`config.mk`:
```
export PLATFORM = sky130hd
export DESIGN_NAME = algofoogle_tracer_driver
export DESIGN_NICKNAME = d
export VERILOG_FILES = /design/src/rtl/algofoogle_tracer_pkg.sv /design/src/rtl/algofoogle_tt_phase_gen.sv /design/src/rtl/algofoogle_tracer_driver.sv
export SDC_FILE = /design/constraint.sdc
export NUM_CORES = 1
export LEC_CHECK = 0
export ABC_CLOCK_PERIOD_IN_PS = 2100
export BUFFER_PORTS_ARGS = -buffer_cell sky130_fd_sc_hd__buf_2
export CORE_UTILIZATION = 51
export CTS_CLUSTER_SIZE = 20
export DETAILED_ROUTE_END_ITERATION = 12
export PLACE_DENSITY = 0.85
export SLEW_MARGIN = 10
export SYNTH_ARGS = -nofsm -noshare
export SYNTH_HDL_FRONTEND = slang
export SYNTH_SLANG_ARGS = --single-unit
```
`constraint.sdc`:
```
create_clock -name clk -period 2.1 [get_ports clk]
set_input_delay 0.42 -clock clk [delete_from_list [all_inputs] [get_ports clk]]
set_output_delay 0.42 -clock clk [all_outputs]
set_load 0.02 [all_outputs]
```
`src/rtl/algofoogle_tracer_pkg.sv`:
```
// Shared definitions for the nibble-serial tracer host driver.
// Holds the transaction state encoding, Q6.10 width constants and
// small state-sequencing helpers used by algofoogle_tracer_driver.
package algofoogle_tracer_pkg;

  localparam int unsigned INT_BITS          = 6;
  localparam int unsigned FRAC_BITS         = 10;
  localparam int unsigned Q_BITS            = INT_BITS + FRAC_BITS;
  localparam int unsigned NIBBLES           = 4;
  localparam int unsigned NIBBLE_BITS       = Q_BITS / NIBBLES;
  localparam int unsigned TT_CYCLES_PER_TXN = 7;

  typedef enum logic [3:0] {
    ST_IDLE,
    ST_SYNC,
    ST_LOAD0,
    ST_LOAD1,
    ST_LOAD2,
    ST_LOAD3,
    ST_RD_LO,
    ST_RD_HI,
    ST_DONE
  } state_e;

  // Successor of each tracer-cycle state; IDLE/DONE are left by handshakes.
  function automatic state_e next_state(input state_e st);
    case (st)
      ST_SYNC:  return ST_LOAD0;
      ST_LOAD0: return ST_LOAD1;
      ST_LOAD1: return ST_LOAD2;
      ST_LOAD2: return ST_LOAD3;
      ST_LOAD3: return ST_RD_LO;
      ST_RD_LO: return ST_RD_HI;
      ST_RD_HI: return ST_DONE;
      default:  return st;
    endcase
  endfunction

  function automatic logic is_load(input state_e st);
    return (st == ST_LOAD0) || (st == ST_LOAD1) ||
           (st == ST_LOAD2) || (st == ST_LOAD3);
  endfunction

endpackage

```
`src/rtl/algofoogle_tt_phase_gen.sv`:
```
// Tracer clock phase generator.
// Produces tt_clk as HALF_PERIOD clk cycles low followed by HALF_PERIOD
// cycles high while enabled; held low at count 0 while disabled.
// Ports:
//   clk, reset_n : system clock, synchronous active-low reset
//   en           : run the tracer clock
//   tt_clk       : tracer clock
//   pre_rise     : last clk of the low phase (tt_out sample point)
//   cyc_end      : last clk of the high phase (tracer cycle boundary)
module algofoogle_tt_phase_gen #(
  parameter int unsigned HALF_PERIOD = 2
) (
  input  logic clk,
  input  logic reset_n,
  input  logic en,
  output logic tt_clk,
  output logic pre_rise,
  output logic cyc_end
);

  localparam int unsigned   CW   = (HALF_PERIOD > 1) ? $clog2(HALF_PERIOD) : 1;
  localparam logic [CW-1:0] LAST = CW'(HALF_PERIOD - 1);

  logic [CW-1:0] cnt_q, cnt_d;
  logic          phase_q, phase_d;
  logic          wrap;

  assign wrap = (cnt_q == LAST);

  always_comb begin
    cnt_d   = cnt_q;
    phase_d = phase_q;
    if (!en) begin
      cnt_d   = '0;
      phase_d = 1'b0;
    end else if (wrap) begin
      cnt_d   = '0;
      phase_d = ~phase_q;
    end else begin
      cnt_d = cnt_q + CW'(1);
    end
  end

  always_ff @(posedge clk) begin
    if (!reset_n) begin
      cnt_q   <= '0;
      phase_q <= 1'b0;
    end else begin
      cnt_q   <= cnt_d;
      phase_q <= phase_d;
    end
  end

  assign tt_clk   = phase_q;
  assign pre_rise = en && !phase_q && wrap;
  assign cyc_end  = en &&  phase_q && wrap;

endmodule

```
`src/rtl/algofoogle_tracer_driver.sv`:
```
// Host-side initiator for the nibble-serial reciprocal tracer port.
// Accepts a Q6.10 operand, resets the tracer step counter, shifts the
// operand out MSB-nibble first, reads back the result low byte then high
// byte, and offers the reassembled Q6.10 reciprocal.
// Ports:
//   clk, reset_n          : system clock, synchronous active-low reset
//   in_valid/in_ready     : operand handshake, in_data = Q6.10 operand
//   res_valid/res_ready   : result handshake, res_data = {hi_byte, lo_byte}
//   tt_clk/tt_reset       : generated tracer clock and active-high reset
//   tt_data               : nibble driven to the tracer
//   tt_out                : byte returned by the tracer
module algofoogle_tracer_driver
  import algofoogle_tracer_pkg::*;
#(
  parameter int unsigned HALF_PERIOD = 2
) (
  input  logic              clk,
  input  logic              reset_n,
  input  logic              in_valid,
  output logic              in_ready,
  input  logic [Q_BITS-1:0] in_data,
  output logic              res_valid,
  input  logic              res_ready,
  output logic [Q_BITS-1:0] res_data,
  output logic              tt_clk,
  output logic              tt_reset,
  output logic [3:0]        tt_data,
  input  logic [7:0]        tt_out
);

  state_e                 state_q, state_d;
  logic [Q_BITS-1:0]      shift_q, shift_d;
  logic [7:0]             lo_q, lo_d;
  logic [7:0]             hi_q, hi_d;
  logic [Q_BITS-1:0]      res_q, res_d;
  logic                   in_ready_q;
  logic                   res_valid_q;
  logic                   tt_reset_q;
  logic [NIBBLE_BITS-1:0] tt_data_q, tt_data_d;

  logic phase_en;
  logic pre_rise;
  logic cyc_end;

  assign phase_en = (state_q != ST_IDLE) && (state_q != ST_DONE);

  algofoogle_tt_phase_gen #(
    .HALF_PERIOD(HALF_PERIOD)
  ) u_phase (
    .clk     (clk),
    .reset_n (reset_n),
    .en      (phase_en),
    .tt_clk  (tt_clk),
    .pre_rise(pre_rise),
    .cyc_end (cyc_end)
  );

  always_comb begin
    state_d   = state_q;
    shift_d   = shift_q;
    lo_d      = lo_q;
    hi_d      = hi_q;
    res_d     = res_q;
    tt_data_d = tt_data_q;

    case (state_q)
      ST_IDLE: begin
        // Gate on the registered ready so nothing is taken in the cycle
        // right after reset release, before in_ready has been raised.
        if (in_valid && in_ready_q) begin
          state_d = ST_SYNC;
          shift_d = in_data;
        end
      end
      ST_RD_LO: begin
        if (pre_rise) lo_d = tt_out;
        if (cyc_end) state_d = next_state(state_q);
      end
      ST_RD_HI: begin
        if (pre_rise) hi_d = tt_out;
        if (cyc_end) begin
          state_d = ST_DONE;
          res_d   = {hi_q, lo_q};
        end
      end
      ST_DONE: begin
        if (res_ready) state_d = ST_IDLE;
      end
      default: begin
        if (cyc_end) state_d = next_state(state_q);
      end
    endcase

    // Pin outputs are registered from the next state so they change on the
    // same edge that opens a low phase and stay put until the next one.
    if (state_d != state_q) begin
      if (is_load(state_d)) begin
        tt_data_d = shift_q[Q_BITS-1 -: NIBBLE_BITS];
        shift_d   = shift_q << NIBBLE_BITS;
      end else begin
        tt_data_d = '0;
      end
    end
  end

  always_ff @(posedge clk) begin
    if (!reset_n) begin
      state_q     <= ST_IDLE;
      shift_q     <= '0;
      lo_q        <= '0;
      hi_q        <= '0;
      res_q       <= '0;
      in_ready_q  <= 1'b0;
      res_valid_q <= 1'b0;
      tt_reset_q  <= 1'b1;
      tt_data_q   <= '0;
    end else begin
      state_q     <= state_d;
      shift_q     <= shift_d;
      lo_q        <= lo_d;
      hi_q        <= hi_d;
      res_q       <= res_d;
      in_ready_q  <= (state_d == ST_IDLE);
      res_valid_q <= (state_d == ST_DONE);
      tt_reset_q  <= (state_d == ST_SYNC);
      tt_data_q   <= tt_data_d;
    end
  end

  assign in_ready  = in_ready_q;
  assign res_valid = res_valid_q;
  assign res_data  = res_q;
  assign tt_reset  = tt_reset_q;
  assign tt_data   = tt_data_q;

endmodule

```
==> reports/summary.txt <==
outcome: finished, final reports clean
port buffer count: 51
count of pins over their slew limit: 0
#FFs+latches synth: 61
drt first pass iters: 4
Synth top area share: 0.469
FP Rows: 25
RePlAce Congestion: 0.819
initial antenna violation count: 0
Root Buffer Master: clkbuf_8
Final HPWL DP: 3.68 mm
Post-synth EDFFs: 0
synth warn: 0
Tcrit/Tclk final: 0.951
vias in the first global route: 1907
CTS tree: yes
Post-DRT Antenna Nets: 0
dominant cell type by area after synthesis: dfxtp_1
Avg Cell Area, Syn: 10.1 um2
WP data required: 2.37 ns
Inserted Clock Buffers: 9
WS Path Type: reg2reg
reg2reg start: u_phase.cnt_q$_SDFF_PP0_
Final nets: 335
Power Total: 0.00262 W
logic gate share of total power: 0.060
Crit path largest cell delay: 0.58 ns
die outline area: 5390 um2
Crit Path Max Fanout: 13
RSZ-0062 raised after global routing: false
P_leak: 1.35 nW
CP endpoint kind: flip-flop
Final Skew: 0.00789 ns
die width: 73.4 um
Cell Int Power: 0.00207 W
switching share of power: 0.209
CTS Hold Bufs: 0
Arrival @ worst endpoint: 2.27 ns
Mapped Nets: 286
Setup Buffers After CTS: 0
final setup TNS: 0 ns
Post-Syn Instances: 258
Max-Cap Viols: 0
Critical Path Start: u_phase.cnt_q$_SDFF_PP0_
switching power: 0.000549 W
Slew HR: 0.572
Initial Util: 0.540
DR vias/cell: 5.46
DRC: 0
Num Clock Sinks: 61
PostCTS Resize Cnt: 0
first-pass GRT wire length: 9.10 mm
Overflow after GRT: 0
Max VDD drop: 520 uV
post-synthesis sequential area ratio: 0.469
final WL: 5.48 mm
DRT iter0 DRCs: 140
HP Class: in2reg
Final Hold Fails: 0
via count: 2069
H-tree depth: 3
Max Root-Sink Buffers: 2
distinct cell type count of the synthesized netlist: 35
top post-synthesis cells by area: dfxtp_1 47%, mux2i_1 12%, a2111oi_2 5.8%
Core Region: 4820 um2
Seq pwr share: 0.459
largest net degree at the start of global routing: 39
most frequent cells after synthesis: 61 x dfxtp_1, 35 x nand2_1, 32 x mux2i_1, 28 x nor2_1, 18 x a21oi_1
Synth Cell Area: 2600 um2
Max Clk Rate: 501 MHz
crit-path cells: and3_1 -> o211a_1 -> buf_4 -> a211oi_2 -> a32o_1
main flop type after synthesis: dfxtp_1
gr usage total: 0.229
final instance area: 3130 um2
hold path start: tt_out[6]
clock network power share: 0.481
Startpoint Class: flip-flop
count leader, synth: dfxtp_1
Area Overhead vs Synth: 20.3%
minimum clock period: 2.00 ns
Final setup violation count: 0
Die Height: 73.4 um
Avg WL per Cell: 14.5 um
Cell Pwr Density: 837 nW/um2
asr flop ratio synth: 0
Reg clk slew, reported paths: 0.07 ns
ANT cells: 0
layout cells sized above 1: 0.324
clock latency on the worst-skew pair: 0.34 ns
Placed Area: 2890 um2
Critical Path Slowest Stage Cell: a211oi_2
Filler Cells Inserted: 408
num ports: 52
Worst-Margin Slew: 0.641 ns
## path summary, 6_finish.rpt
path                                             endpoint  slack, ns  depth (start not counted)
worst max-delay path              tt_data[3]$_SDFFE_PN0N_       0.10                          5
worst min-delay path                 hi_q[6]$_SDFFE_PN0P_       0.33                          3
worst max register to register    tt_data[3]$_SDFFE_PN0N_       0.10                          5
worst min register to register  res_data[13]$_SDFFE_PN0P_       0.45                          2
## power by group through the flow
stage	Clock (W)	Sequential [W]	Combinational, W
3_5_place_dp	0	0.00123	0.000157
4_1_cts	0.00128	0.00120	0.000158
5_1_grt	0.00132	0.00120	0.000172
6_report	0.00126	0.00120	0.000158
2_1_floorplan	0	0.00123	0.000106
3_3_place_gp	0	0.00123	0.000153
## worst max-delay path, delay by kind of cell, from the launching register on
family / cells / cell delay [ns]
compound gates: 3 / 1.09
simple gates: 1 / 0.24
buf+inv: 1 / 0.20
flops: 1 / 0.40
## metal layers
layer / global-route usage / routed length (um) / vias up
li1: - / - / 1014
met1: 0.313 / 2510 / 977
met2: 0.342 / 2580 / 68
met3: 0.0480 / 269 / 10
met4: 0.115 / 117 / 0
met5: 0 / 0 / -
## cell type report
| cell class | instances | area, um2 | area share |
|---|---|---|---|
| multi-input combinational | 175 | 1270 | 0.405 |
| inverter | 1 | 3.75 | 0.00120 |
| sequential | 61 | 1220 | 0.390 |
| timing repair buffer | 59 | 315 | 0.101 |
| tap | 67 | 83.8 | 0.0268 |
| clock inverter | 4 | 95.1 | 0.0304 |
| clock buffer | 12 | 145 | 0.0463 |
## through the flow
step / util / cells / hold slack [ns] / setup WS, ns
final: 0.650 / 379 / 0.333 / 0.103
after global placement: 0.600 / 363 / 0.441 / 0.252
after floorplan: - / 258 / 0.431 / 0.365
after global routing: 0.650 / 379 / 0.339 / 0.00453
after detailed placement: 0.600 / 363 / 0.445 / 0.131
after CTS: 0.650 / 379 / 0.324 / 0.118
## kinds of logic (layout without fill, tap and decap cells)
group                     Yosys count  count (layout)  synth area share
buffers and inverters              22              76            0.0461
and+or+nand+nor                    86              86             0.155
xor gates and xnor gates            3               3            0.0101
DFF                                61              61             0.469
AOI/OAI and AO/OA                  54              54             0.196
muxes                              32              32             0.123
## layout by cell type (no fill, tap or decap)
cell type,Yosys,final
dfxtp_1,61,61
buf_2,6,51
nand2_1,35,35
mux2i_1,32,32
nor2_1,28,28
a21oi_1,18,18
a211oi_2,11,11
a2111oi_2,10,10
clkbuf_8,0,10
buf_4,2,8
nor3_1,5,5
a32o_1,4,4
nand2b_1,3,3
nand3_1,3,3
o21ai_0,3,3
xnor2_1,3,3
bufinv_16,0,3
o211a_1,2,2
and3_1,2,2
nor4b_2,1,2
a2111oi_0,2,2
a211oi_1,2,2
clkbuf_1,9,2
nand4b_2,1,1
and4bb_2,1,1
o21ai_4,1,1
a211o_1,1,1
nand2_2,1,1
inv_2,1,1
nand3b_1,1,1
and3b_1,1,1
nand4b_1,1,1
and2_1,1,1
nor3b_1,1,1
clkinv_2,0,1
## sequential cells by signal (all words and copies together), names as in the netlist
register,cells
res_valid,1
state_q,4
shift_q,16
hi_q,8
u_phase.tt_clk,1
tt_data,4
lo_q,8
tt_reset,1
in_ready,1
res_data,16
u_phase.cnt_q,1
No activity file was read; power rests on OpenSTA's default activity.
